### src/rtl/wb_arb_pkg.sv
// Shared definitions for the two-master Wishbone round-robin arbiter:
// bus widths, FSM state encoding, grant-history encoding and the
// contention tie-break helper.
package wb_arb_pkg;

  localparam int WB_ADDR_W = 30;
  localparam int WB_DATA_W = 32;
  localparam int WB_SEL_W  = 4;

  // Arbiter FSM states: idle or bus owned by master A / master B.
  typedef enum logic [1:0] {
    IDLE  = 2'd0,
    GNT_A = 2'd1,
    GNT_B = 2'd2
  } arb_state_e;

  // Encoding of the last_grant history bit.
  localparam logic LAST_A = 1'b0;
  localparam logic LAST_B = 1'b1;

  // Returns 1 when B should be granted from IDLE: B alone, or both
  // requesting and A was the most recent owner.
  function automatic logic pick_b(input logic a_cyc,
                                  input logic b_cyc,
                                  input logic last_grant);
    pick_b = b_cyc & (~a_cyc | (last_grant == LAST_A));
  endfunction

endpackage

### src/rtl/wb_arb_timeout.sv
// Bus watchdog for the arbiter. Counts clocks while enabled; o_expire is a
// single-cycle pulse during the TIMEOUT_CYCLES-th consecutive enabled clock.
// Only instantiated when WB_ARB_TIMEOUT_EN is defined.
module wb_arb_timeout #(
  parameter int TIMEOUT_CYCLES = 255
) (
  input  logic i_clk,
  input  logic i_reset,
  input  logic i_enable,
  input  logic i_clear,
  output logic o_expire
);

  localparam int CNT_W = (TIMEOUT_CYCLES < 2) ? 1 : $clog2(TIMEOUT_CYCLES + 1);
  // Counter value seen during the final enabled clock before expiry.
  localparam logic [CNT_W-1:0] LAST_CNT = CNT_W'(TIMEOUT_CYCLES - 1);

  logic [CNT_W-1:0] count_r;

  assign o_expire = i_enable & (count_r == LAST_CNT);

  // Stalled-cycle counter: cleared by responses/idle, restarts after expiry.
  always_ff @(posedge i_clk or posedge i_reset) begin
    if (i_reset) begin
      count_r <= {CNT_W{1'b0}};
    end else if (i_clear) begin
      count_r <= {CNT_W{1'b0}};
    end else if (o_expire) begin
      count_r <= {CNT_W{1'b0}};
    end else if (i_enable) begin
      count_r <= count_r + CNT_W'(1);
    end else begin
      count_r <= count_r;
    end
  end

endmodule

### src/rtl/wb_rr_arbiter.sv
// Two-master Wishbone (pipelined) round-robin arbiter onto one shared bus.
// The grant is held while the owner keeps cyc high (no preemption); there
// is always one IDLE clock between grants. The slave-side path is a
// combinational mux selected by the registered grant state.
// Optional feature: define WB_ARB_TIMEOUT_EN to add a watchdog that errors
// the owner and drops the bus when the slave fails to respond within
// TIMEOUT_CYCLES clocks.
module wb_rr_arbiter
  import wb_arb_pkg::*;
#(
  parameter int TIMEOUT_CYCLES = 255
) (
  input  logic                 i_clk,
  input  logic                 i_reset,
  // master A
  input  logic                 i_a_cyc,
  input  logic                 i_a_stb,
  input  logic                 i_a_we,
  input  logic [WB_ADDR_W-1:0] i_a_addr,
  input  logic [WB_DATA_W-1:0] i_a_data,
  input  logic [WB_SEL_W-1:0]  i_a_sel,
  output logic                 o_a_stall,
  output logic                 o_a_ack,
  output logic                 o_a_err,
  output logic [WB_DATA_W-1:0] o_a_data,
  // master B
  input  logic                 i_b_cyc,
  input  logic                 i_b_stb,
  input  logic                 i_b_we,
  input  logic [WB_ADDR_W-1:0] i_b_addr,
  input  logic [WB_DATA_W-1:0] i_b_data,
  input  logic [WB_SEL_W-1:0]  i_b_sel,
  output logic                 o_b_stall,
  output logic                 o_b_ack,
  output logic                 o_b_err,
  output logic [WB_DATA_W-1:0] o_b_data,
  // shared slave bus
  output logic                 o_wb_cyc,
  output logic                 o_wb_stb,
  output logic                 o_wb_we,
  output logic [WB_ADDR_W-1:0] o_wb_addr,
  output logic [WB_DATA_W-1:0] o_wb_data,
  output logic [WB_SEL_W-1:0]  o_wb_sel,
  input  logic                 i_wb_stall,
  input  logic                 i_wb_ack,
  input  logic                 i_wb_err,
  input  logic [WB_DATA_W-1:0] i_wb_data
);

  // A zero watchdog limit cannot produce a meaningful expiry.
  if (TIMEOUT_CYCLES < 1) begin : g_bad_timeout_cfg
    $error("wb_rr_arbiter: TIMEOUT_CYCLES must be at least 1");
  end

  arb_state_e state_r;
  arb_state_e state_nxt_s;
  logic       last_grant_r;
  logic       last_grant_nxt_s;
  logic       abort_s;
  logic       wd_expire_s;
  logic       own_cyc_s;
  logic       bus_cyc_s;

  // Next-state and round-robin history update.
  always_comb begin
    state_nxt_s      = state_r;
    last_grant_nxt_s = last_grant_r;
    case (state_r)
      IDLE: begin
        if (i_a_cyc || i_b_cyc) begin
          if (pick_b(i_a_cyc, i_b_cyc, last_grant_r)) begin
            state_nxt_s      = GNT_B;
            last_grant_nxt_s = LAST_B;
          end else begin
            state_nxt_s      = GNT_A;
            last_grant_nxt_s = LAST_A;
          end
        end else begin
          state_nxt_s = IDLE;
        end
      end
      GNT_A: begin
        if (i_a_cyc) begin
          state_nxt_s = GNT_A;
        end else begin
          state_nxt_s = IDLE;
        end
      end
      GNT_B: begin
        if (i_b_cyc) begin
          state_nxt_s = GNT_B;
        end else begin
          state_nxt_s = IDLE;
        end
      end
      default: begin
        state_nxt_s = IDLE;
      end
    endcase
  end

  // Grant state and history registers; reset makes A win first contention.
  always_ff @(posedge i_clk or posedge i_reset) begin
    if (i_reset) begin
      state_r      <= IDLE;
      last_grant_r <= LAST_B;
    end else begin
      state_r      <= state_nxt_s;
      last_grant_r <= last_grant_nxt_s;
    end
  end

  // Owner's bus-cycle request, gated by a pending watchdog abort.
  always_comb begin
    own_cyc_s = 1'b0;
    case (state_r)
      GNT_A:   own_cyc_s = i_a_cyc;
      GNT_B:   own_cyc_s = i_b_cyc;
      default: own_cyc_s = 1'b0;
    endcase
    bus_cyc_s = own_cyc_s & ~abort_s;
  end

`ifdef WB_ARB_TIMEOUT_EN
  logic abort_r;
  logic wd_enable_s;
  logic wd_clear_s;

  assign wd_enable_s = bus_cyc_s & ~i_wb_ack & ~i_wb_err;
  assign wd_clear_s  = (state_r == IDLE) | i_wb_ack | i_wb_err;

  wb_arb_timeout #(
    .TIMEOUT_CYCLES(TIMEOUT_CYCLES)
  ) u_timeout (
    .i_clk   (i_clk),
    .i_reset (i_reset),
    .i_enable(wd_enable_s),
    .i_clear (wd_clear_s),
    .o_expire(wd_expire_s)
  );

  // Abort latches on expiry and holds the bus off until the grant ends.
  always_ff @(posedge i_clk or posedge i_reset) begin
    if (i_reset) begin
      abort_r <= 1'b0;
    end else if (state_nxt_s == IDLE) begin
      abort_r <= 1'b0;
    end else if (wd_expire_s) begin
      abort_r <= 1'b1;
    end else begin
      abort_r <= abort_r;
    end
  end

  assign abort_s = abort_r;
`else
  // Without the watchdog a hung slave simply keeps the grant.
  assign abort_s     = 1'b0;
  assign wd_expire_s = 1'b0;
`endif

  // Read data goes to both masters; only the owner sees ack/err.
  assign o_a_data = i_wb_data;
  assign o_b_data = i_wb_data;

  // Shared-bus mux and response routing for the current owner.
  always_comb begin
    o_wb_cyc  = 1'b0;
    o_wb_stb  = 1'b0;
    o_wb_we   = 1'b0;
    o_wb_addr = {WB_ADDR_W{1'b0}};
    o_wb_data = {WB_DATA_W{1'b0}};
    o_wb_sel  = {WB_SEL_W{1'b0}};
    o_a_stall = 1'b1;
    o_a_ack   = 1'b0;
    o_a_err   = 1'b0;
    o_b_stall = 1'b1;
    o_b_ack   = 1'b0;
    o_b_err   = 1'b0;
    case (state_r)
      GNT_A: begin
        o_wb_cyc  = bus_cyc_s;
        o_wb_stb  = i_a_stb & ~abort_s;
        o_wb_we   = i_a_we;
        o_wb_addr = i_a_addr;
        o_wb_data = i_a_data;
        o_wb_sel  = i_a_sel;
        o_a_stall = i_wb_stall;
        o_a_ack   = i_wb_ack;
        o_a_err   = i_wb_err | wd_expire_s;
      end
      GNT_B: begin
        o_wb_cyc  = bus_cyc_s;
        o_wb_stb  = i_b_stb & ~abort_s;
        o_wb_we   = i_b_we;
        o_wb_addr = i_b_addr;
        o_wb_data = i_b_data;
        o_wb_sel  = i_b_sel;
        o_b_stall = i_wb_stall;
        o_b_ack   = i_wb_ack;
        o_b_err   = i_wb_err | wd_expire_s;
      end
      default: begin
        o_wb_cyc = 1'b0;
      end
    endcase
  end

endmodule

### config.mk
export PLATFORM = sky130hd
export DESIGN_NAME = wb_rr_arbiter
export DESIGN_NICKNAME = d
export VERILOG_FILES = /design/src/rtl/wb_arb_pkg.sv /design/src/rtl/wb_arb_timeout.sv /design/src/rtl/wb_rr_arbiter.sv
export SDC_FILE = /design/constraint.sdc
export NUM_CORES = 1
export LEC_CHECK = 0
export ABC_AREA = 1
export CAP_MARGIN = 0
export CORE_AREA = 2 2 121 123
export DETAILED_ROUTE_END_ITERATION = 12
export DIE_AREA = 0 0 123 125
export PLACE_DENSITY_LB_ADDON = 0.05
export SYNTH_ARGS = -nofsm -noshare
export SYNTH_HDL_FRONTEND = slang
export SYNTH_SLANG_ARGS = --single-unit
### constraint.sdc
create_clock -name i_clk -period 2.9 [get_ports i_clk]
set_input_delay 0.29 -clock i_clk [delete_from_list [all_inputs] [get_ports i_clk]]
set_output_delay 0.29 -clock i_clk [all_outputs]
set_load 0.005 [all_outputs]
==> metrics.cfg, run 1 <==
[synth]
synth.top_cell.area_share_pct=30.47
synthTopCellsByArea=nand2_1 (30%), buf_4 (27%), a21oi_1 (18%)
synth_edf_count=0
synth_cell_types=15
synth_common_cells=nand2_1 (149), a21oi_1 (67), buf_4 (66), inv_1 (10), buf_6 (9)
syn_area_per_cell_um2=5.579
yosysMostFrequentCell=nand2_1
synthFlopType=dfrtp_1
async_flop_share_pct=100.0
synth_area_um2=1836
yosysWarningCount=0
yosysTopAreaCell=nand2_1
postSynthNetCount=508
synth-seq-area-share_pct=4.158
ys_ff_latch=3
syn_inst=329

[drt]
drc=0
drt_iter0_drc=50
ant_nets=0
dr.pass1.iters=4
via_per_inst=3.754
wl_mm=8.599
vias=2455
wl_per_cell_um=13.15

[grt]
grt_pass1_vias=2441
grt_max_degree=56
grt_pass1_wl_mm=12.41
grt_usage_pct=10.10
antenna_found_initial=0
grt-ovfl-total=0

[clock_network]
clockRootBuffer=clkbuf_16
cts_sinks=3
cts_buffer_depth=2
hold_buffers=0
clk_latency_ns=0.23
path_clk_slew_ns=0.03
cts_made_buffers=3
h-tree-depth=1
postCtsSetupRepairBufs=0
cts_tree=done
ctsResizeCount=0

[timing]
fin_tns_setup_ns=0
setup_ws_ns=0.4413
period_share_pct=84.78
timing_worst_slew_pin_value_ns=0.4364
fmax_mhz=406.7
setup_viol=0
slew_violations=0
rsz0062_at_grt=false
relSlewSlack_pct=70.90
skew_ns=0.002613
hold_viol=0
finalCriticalPeriod_ns=2.459

[floorplan]
core_um2=14200
fp-row-count=44
top_level_ports=314
die_x_um=123
die-area_um2=15380
die_h_um=125
start_util_pct=12.92

[worst_setup_path]
worstPathMaxFanout=34
r2r_start=state_r[0]
reg2reg_slack_ns=1.60
cp-start-kind=flop
crit_required_ns=2.61
r2r_cells=4
r2r-end=state_r[1]
critical_path_class=reg2out
worst_ep_arrival_time_ns=2.17
end_kind=output port

[power]
ir_drop_uv=421.3
powerDensity_nw_per_um2=677.7
static-leakage-power_nw=1.288

[final_layout]
nets=650
insertedDiodeCount=0
drive_gt1_share_pct=3.830
syn2layout_area_growth_pct=101.1
fillers=1599

[placement]
place_hpwl_mm=6.563
place_ws_ns=0.6247
portBuffers=217
gp_congestion=0.7340

[flow_run]
cap_violations=0

[run_status]
status=finished clean

[worst_hold_path]
hp-class=in2async

worst max path at each step:
stage / start / endpoint / slack (ns)
after floorplan: state_r[0] / o_wb_addr[13] / 1.46
after global placement: state_r[0] / o_wb_addr[18] / 0.65
after detailed placement: state_r[0] / o_wb_addr[10] / 0.62
after CTS: state_r[0] / o_wb_addr[10] / 0.39
after global routing: state_r[0] / o_wb_addr[10] / 0.27
final: state_r[0] / o_wb_addr[10] / 0.44
through the flow:
step / power, mW / cells / util (%) / hold slack, ns / area (um^2)
2_1_floorplan: 1.339 / 329 / - / 0.04292 / 1836
3_3_place_gp: 2.357 / 650 / 25.43 / 0.4720 / 3612
3_5_place_dp: 2.337 / 650 / 25.43 / 0.4672 / 3612
4_1_cts: 2.570 / 654 / 25.99 / 0.2634 / 3691
5_1_grt: 2.748 / 654 / 25.99 / 0.2659 / 3691
6_report: 2.501 / 654 / 25.99 / 0.2520 / 3691
cell families after synthesis:
family          share of synthesized area [%]
fa+ha+maj                               2.727
buf+inv                                 41.51
compound gates                          20.45
flops                                   4.159
simple gates                            31.15
area by class of cell:
| class | count | area, um^2 | area share [%] |
|---|---|---|---|
| Timing Repair Buffer | 224 | 2262 | 61.29 |
| Multi-Input combinational cell | 228 | 1002 | 27.15 |
| Tap cell | 184 | 230.2 | 6.237 |
| Clock buffer | 4 | 78.83 | 2.136 |
| Sequential cell | 3 | 76.32 | 2.068 |
| Inverter | 11 | 41.29 | 1.119 |
report_power, final:
| group | total [mW] | switching [mW] | internal (mW) |
|---|---|---|---|
| combinational | 2.20 | 1.09 | 1.11 |
| sequential | 0.0820 | 0.0146 | 0.0673 |
| clock | 0.222 | 0.0401 | 0.182 |
| total | 2.50 | 1.15 | 1.36 |
state kept, by name (all words and copies together) (netlist names):
name / flops
last_grant_r: 1
state_r: 2
routing by layer:
metal / routed length, um / share of wire (%) / vias to the layer above / GRT usage, %
met5: 0 / 0 / - / 0
met2: 4314 / 50 / 133 / 19.11
li1: - / - / 1246 / -
met1: 3209 / 37 / 1049 / 10.90
met4: 216 / 2.5 / 0 / 3.342
met3: 858 / 10 / 27 / 2.144
layout by cell type (no fill, tap or decap):
cell,instances
buf_4,4
clkdlybuf4s50_1,217
a21oi_1,67
nand3_1,1
dfrtp_1,2
ha_2,2
inv_2,1
nor2_1,2
o21ai_0,1
clkbuf_1,1
ha_1,2
nand2_1,149
dfstp_2,1
inv_1,10
buf_12,3
a21oi_2,4
clkbuf_16,3
worst max-delay path, cell delays in order (launching register included):
cell and delay [ns]:
dfrtp_1 0.39, inv_1 0.09, ha_2 0.46, buf_12 0.25, nand2_1 0.07, a21oi_1 0.13
clkdlybuf4s50_1 0.54
Note: power is estimated with default switching activity, not from simulation.
==> run 2, diff against run 1 <==
CORE_AREA = 2 2 123 125   (was 2 2 121 123)
DIE_AREA = 0 0 125 127   (was 0 0 123 125)
clock period = 2.54 ns   (was 2.9 ns; I/O delays follow)
==> metrics.cfg, run 2 (synthesized netlist as in run 1, its figures left out) <==
[run_status]
status=finished clean  ; unchanged

[placement]
gp_congestion=0.7486  ; was 0.7340
portBuffers=217  ; unchanged
place_ws_ns=0.4781  ; was 0.6247 ns
place_hpwl_mm=6.755  ; was 6.563 mm

[drt]
via_per_inst=3.758  ; was 3.754
drc=0  ; unchanged
ant_nets=0  ; unchanged
dr.pass1.iters=4  ; unchanged
drt_iter0_drc=72  ; was 50
vias=2465  ; was 2455
wl_per_cell_um=13.09  ; was 13.15 um
wl_mm=8.589  ; was 8.599 mm

[floorplan]
top_level_ports=314  ; unchanged
fp-row-count=44  ; unchanged
die_x_um=125  ; was 123 um
core_um2=14420  ; was 14200 um^2
die-area_um2=15880  ; was 15380 um^2
start_util_pct=12.73  ; was 12.92%
die_h_um=127  ; was 125 um

[timing]
setup_viol=0  ; unchanged
skew_ns=0.001079  ; was 0.002613 ns
setup_ws_ns=0.2702  ; was 0.4413 ns
fin_tns_setup_ns=0  ; unchanged
hold_viol=0  ; unchanged
rsz0062_at_grt=false  ; unchanged
relSlewSlack_pct=74.77  ; was 70.90%
finalCriticalPeriod_ns=2.270
slew_violations=0  ; unchanged
holdWs_ns=0.2223  ; was 0.2520 ns
timing_worst_slew_pin_value_ns=0.3784  ; was 0.4364 ns
fmax_mhz=440.6
period_share_pct=89.36

[power]
pwr-share-comb_pct=87.9  ; about the same
clockPowerShare_pct=8.9  ; about the same
ir_drop_uv=397.1  ; was 421.3 uV
powerDensity_nw_per_um2=778.0  ; was 677.7 nW/um^2
power.total_mw=2.893  ; was 2.501 mW
p_sw_mw=1.309  ; was 1.146 mW
switching_share_pct=45.26  ; was 45.80%
power_frac_seq_pct=3.2  ; was 3.3%
static-leakage-power_nw=1.302  ; was 1.288 nW
p_int_mw=1.584  ; was 1.356 mW

[clock_network]
cts_buffer_depth=2  ; unchanged
hold_buffers=0  ; unchanged
path_clk_slew_ns=0.03  ; about the same
h-tree-depth=1  ; unchanged
postCtsSetupRepairBufs=0  ; unchanged
clockRootBuffer=clkbuf_16  ; unchanged
cts_sinks=3  ; unchanged
ctsResizeCount=0  ; unchanged
cts_made_buffers=3  ; unchanged
clk_latency_ns=0.23  ; about the same
cts_tree=done  ; unchanged

[worst_setup_path]
cp-start-kind=flop  ; unchanged
worst_ep_arrival_time_ns=2.02  ; was 2.17 ns
slowest_delay_ns=0.54  ; about the same
worstPathMaxFanout=57  ; was 34
reg2reg_slack_ns=1.27  ; was 1.60 ns
critical_path_class=reg2out  ; unchanged
r2r_cells=5  ; was 4
crit_required_ns=2.29  ; was 2.61 ns
end_kind=output port  ; unchanged
crit_chain=inv_1, ha_2, buf_12, nand2_1, a21oi_1, clkdlybuf4s50_1  ; unchanged
cp.buffers_inverters=3  ; unchanged
r2r_start=state_r[1]  ; was state_r[0]
path_delay_family=buffers and inverters  ; unchanged
crit_path_top_delay_cell=clkdlybuf4s50_1  ; unchanged
r2r-end=state_r[0]  ; was state_r[1]

[final_layout]
insertedDiodeCount=0  ; unchanged
nets=652  ; was 650
regMostFlops=state_r  ; unchanged
drive_gt1_share_pct=4.237  ; was 3.830%
final_cell_mix=clkdlybuf4s50_1 (217), nand2_1 (149), a21oi_1 (67), inv_1 (10), buf_4 (5)  ; was clkdlybuf4s50_1 (217), nand2_1 (149), a21oi_1 (67), inv_1 (10)
largest_register_ffs=2  ; unchanged
layout_commonest_cell=clkdlybuf4s50_1  ; unchanged
reg_top3=state_r: 2 flops, last_grant_r: 1 flops  ; unchanged
syn2layout_area_growth_pct=102.6  ; was 101.1%

[grt]
grt_pass1_vias=2498  ; was 2441
grt_max_degree=58  ; was 56
grt-ovfl-total=0  ; unchanged
antenna_found_initial=0  ; unchanged
grt_usage_pct=9.926  ; was 10.10%
grt_pass1_wl_mm=13.03  ; was 12.41 mm

[flow_run]
cap_violations=0  ; unchanged

[worst_hold_path]
hp-class=in2async  ; unchanged

-- run 2: cell types whose count changed in the layout (fill, tap and decap cells not counted) --
cell	before	now
buf_12	3	4
buf_4	4	5
-- run 2: power by group through the flow --
stage	Clock [mW]	Sequential (mW)	Combinational (mW)
finish	0.258	0.0925	2.54
global route	0.263	0.0972	2.83
CTS	0.262	0.0930	2.64
detailed placement	0	0.0932	2.63
global placement	0	0.0924	2.64
floorplan	0	0.0893	1.44
-- run 2: cell type report --
| cell class | instances | area [um^2] |
|---|---|---|
| inverter | 11 | 41.29 |
| timing repair buffer | 226 | 2290 |
| fill | 1608 | 10710 |
| clock buffer | 4 | 78.83 |
| tap | 184 | 230.2 |
| multi-input combinational | 228 | 1002 |
| sequential | 3 | 76.32 |
-- run 2: worst max-delay path by stage --
stage / from / endpoint / slack (ns) / depth (start not counted)
after floorplan: state_r[0] / o_wb_addr[13] / 1.13 / 6
after global placement: state_r[0] / o_wb_addr[1] / 0.49 / 6
after detailed placement: state_r[0] / o_wb_addr[1] / 0.48 / 6
after CTS: state_r[0] / o_wb_addr[1] / 0.23 / 6
after global routing: state_r[0] / o_wb_addr[1] / 0.14 / 6
final: state_r[0] / o_wb_addr[1] / 0.27 / 6
-- run 2: layer usage --
layer | vias up | GRT usage (%) | wire [um]
li1 | 1250 | - | -
met1 | 1058 | 10.42 | 3062
met2 | 135 | 19.31 | 4504
met3 | 22 | 2.722 | 874
met4 | 0 | 2.810 | 148
met5 | - | 0 | 0
-- run 2: per-stage QoR --
step | instances | area [um^2] | utilization, %
after floorplan | 329 | 1836 | -
after global placement | 652 | 3640 | 25.23
after detailed placement | 652 | 3640 | 25.23
after CTS | 656 | 3719 | 25.78
after global routing | 656 | 3719 | 25.78
final | 656 | 3719 | 25.78
==> run 3, diff against run 2 <==
CELL_PAD_IN_SITES_DETAIL_PLACEMENT = 1   (was unset)
CELL_PAD_IN_SITES_GLOBAL_PLACEMENT = 1   (was unset)
CORE_AREA = unset   (was 2 2 123 125)
CORE_ASPECT_RATIO = 0.5   (was unset)
CORE_UTILIZATION = 11   (was unset)
DIE_AREA = unset   (was 0 0 125 127)
==> metrics.cfg, run 3 (synthesized netlist as in run 1, its figures left out) <==
[power]
powerDensity_nw_per_um2=800.1  ; was 778.0 nW/um^2
power.total_mw=3.026  ; was 2.893 mW
static-leakage-power_nw=1.304  ; was 1.302 nW
ir_drop_uv=300.4  ; was 397.1 uV

[run_status]
status=finished clean  ; unchanged

[final_layout]
syn2layout_area_growth_pct=106.1  ; was 102.6%
final_cell_mix=clkdlybuf4s50_1 (217), nand2_1 (149), a21oi_1 (67), inv_1 (10), buf_12 (5)  ; was clkdlybuf4s50_1 (217), nand2_1 (149), a21oi_1 (67), inv_1 (10), buf_4 (5)
final_util_pct=23.86  ; was 25.78%
reg_top3=state_r: 2 flops, last_grant_r: 1 flops  ; unchanged
fin_area_um2=3782  ; was 3719 um^2
insertedDiodeCount=0  ; unchanged
nets=651  ; was 652
layout_commonest_cell=clkdlybuf4s50_1  ; unchanged
drive_gt1_share_pct=4.034  ; was 4.237%
largest_register_ffs=2  ; unchanged
regMostFlops=state_r  ; unchanged

[flow_run]
cap_violations=0  ; unchanged

[clock_network]
cts_buffer_depth=2  ; unchanged
clk_latency_ns=0.22  ; was 0.23 ns
cts_sinks=3  ; unchanged
clockRootBuffer=clkbuf_16  ; unchanged
postCtsSetupRepairBufs=0  ; unchanged
ctsResizeCount=0  ; unchanged
cts_made_buffers=3  ; unchanged
path_clk_slew_ns=0.03  ; about the same
cts_tree=done  ; unchanged
hold_buffers=0  ; unchanged
h-tree-depth=1  ; unchanged

[grt]
antenna_found_initial=0  ; unchanged
grt_pass1_wl_mm=15.41  ; was 13.03 mm
grt_pass1_vias=2616  ; was 2498
grt_usage_pct=11.67  ; was 9.926%
grt_max_degree=38  ; was 58
grt-ovfl-total=0  ; unchanged

[timing]
fin_tns_setup_ns=0  ; unchanged
finalCriticalPeriod_ns=2.326  ; was 2.270 ns
timing_worst_slew_pin_value_ns=0.2166  ; was 0.3784 ns
fmax_mhz=430.0  ; was 440.6 MHz
skew_ns=0.0001290  ; was 0.001079 ns
rsz0062_at_grt=false  ; unchanged
holdWs_ns=0.2082  ; was 0.2223 ns
setup_viol=0  ; unchanged
relSlewSlack_pct=85.56  ; was 74.77%
period_share_pct=91.56  ; was 89.36%
slew_violations=0  ; unchanged
hold_viol=0  ; unchanged

[drt]
ant_nets=0  ; unchanged
wl_mm=10.77  ; was 8.589 mm
wl_per_cell_um=15.57  ; was 13.09 um
drt_iter0_drc=37  ; was 72
via_per_inst=3.592  ; was 3.758
drc=0  ; unchanged
dr.pass1.iters=3  ; was 4
vias=2486  ; was 2465

[worst_setup_path]
crit_required_ns=2.29  ; about the same
end_kind=output port  ; unchanged
worst_ep_arrival_time_ns=2.07  ; was 2.02 ns
crit_chain=inv_1, ha_1, inv_4, buf_4, a21oi_1, clkdlybuf4s50_1  ; was inv_1, ha_2, buf_12, nand2_1, a21oi_1, clkdlybuf4s50_1
r2r-end=state_r[1]  ; was state_r[0]
path_delay_family=buffers and inverters  ; unchanged
cp-start-kind=flop  ; unchanged
critical_path_class=reg2out  ; unchanged
r2r_cells=5  ; unchanged
reg2reg_slack_ns=1.20  ; was 1.27 ns
slowest_delay_ns=0.54  ; about the same
worstPathMaxFanout=15  ; was 57
r2r_start=state_r[0]  ; was state_r[1]
cp.buffers_inverters=4  ; was 3
crit_path_top_delay_cell=clkdlybuf4s50_1  ; unchanged

[floorplan]
die_h_um=93.34  ; was 127 um
die-area_um2=17240  ; was 15880 um^2
fp-row-count=32  ; was 44
top_level_ports=314  ; unchanged
start_util_pct=11.58  ; was 12.73%
die_x_um=184.7  ; was 125 um
core_um2=15860  ; was 14420 um^2

[placement]
place_hpwl_mm=8.681  ; was 6.755 mm
placed_cell_area_um2=3691  ; was 3640 um^2
gp_congestion=0.7378  ; was 0.7486
portBuffers=217  ; unchanged

[worst_hold_path]
hp-class=in2async  ; unchanged

==> run 3: cell count changes in the layout (fill, tap and decap cells not counted), sizes merged <==
cell  previous run  this run
buf              9         8
==> run 3: how the worst max path moves through the flow <==
| stage | from | endpoint | slack [ns] | cells past startpoint |
|---|---|---|---|---|
| 3_3_place_gp | state_r[1] | o_wb_addr[11] | 0.35 | 6 |
| 2_1_floorplan | state_r[0] | o_wb_addr[13] | 1.13 | 6 |
| 4_1_cts | state_r[1] | o_wb_addr[11] | 0.08 | 6 |
| 3_5_place_dp | state_r[1] | o_wb_addr[11] | 0.34 | 6 |
| 5_1_grt | state_r[0] | o_wb_addr[11] | 0.07 | 6 |
| 6_report | state_r[0] | o_wb_addr[11] | 0.21 | 6 |
==> run 3: layout make-up <==
cell class | count | area (um^2)
Fill cell | 1962 | 12070
Timing Repair Buffer | 225 | 2295
Multi-Input combinational cell | 228 | 1012
Tap cell | 221 | 276.5
Clock buffer | 4 | 78.83
Sequential cell | 3 | 76.32
Inverter | 11 | 43.79
==> run 3: power breakdown <==
part / total, mW / switching (mW) / internal, mW
Clock: 0.252 / 0.0447 / 0.207
Combinational: 2.68 / 1.33 / 1.35
Sequential: 0.0983 / 0.0213 / 0.0770
Total: 3.03 / 1.40 / 1.63
==> run 3: per-layer routing <==
metal | track usage [%] | part of all wire (%)
met4 | 4.201 | 2.2
met1 | 13.38 | 39
met2 | 21.89 | 51
met5 | 0 | 0
met3 | 1.869 | 7.4
==> run 3: worst register-to-register path, cell delays in order, from the launching register on <==
cell and delay [ns]:
dfrtp_1 0.42, inv_1 0.10, ha_2 0.24, buf_12 0.22, nand2_1 0.13, a21oi_1 0.16
==> run 3: per-stage QoR <==
stage	cells	setup slack (ns)
2_1_floorplan	329	1.132
6_report	692	0.2145
3_3_place_gp	688	0.3509
3_5_place_dp	688	0.3359
4_1_cts	692	0.07617
5_1_grt	692	0.06548
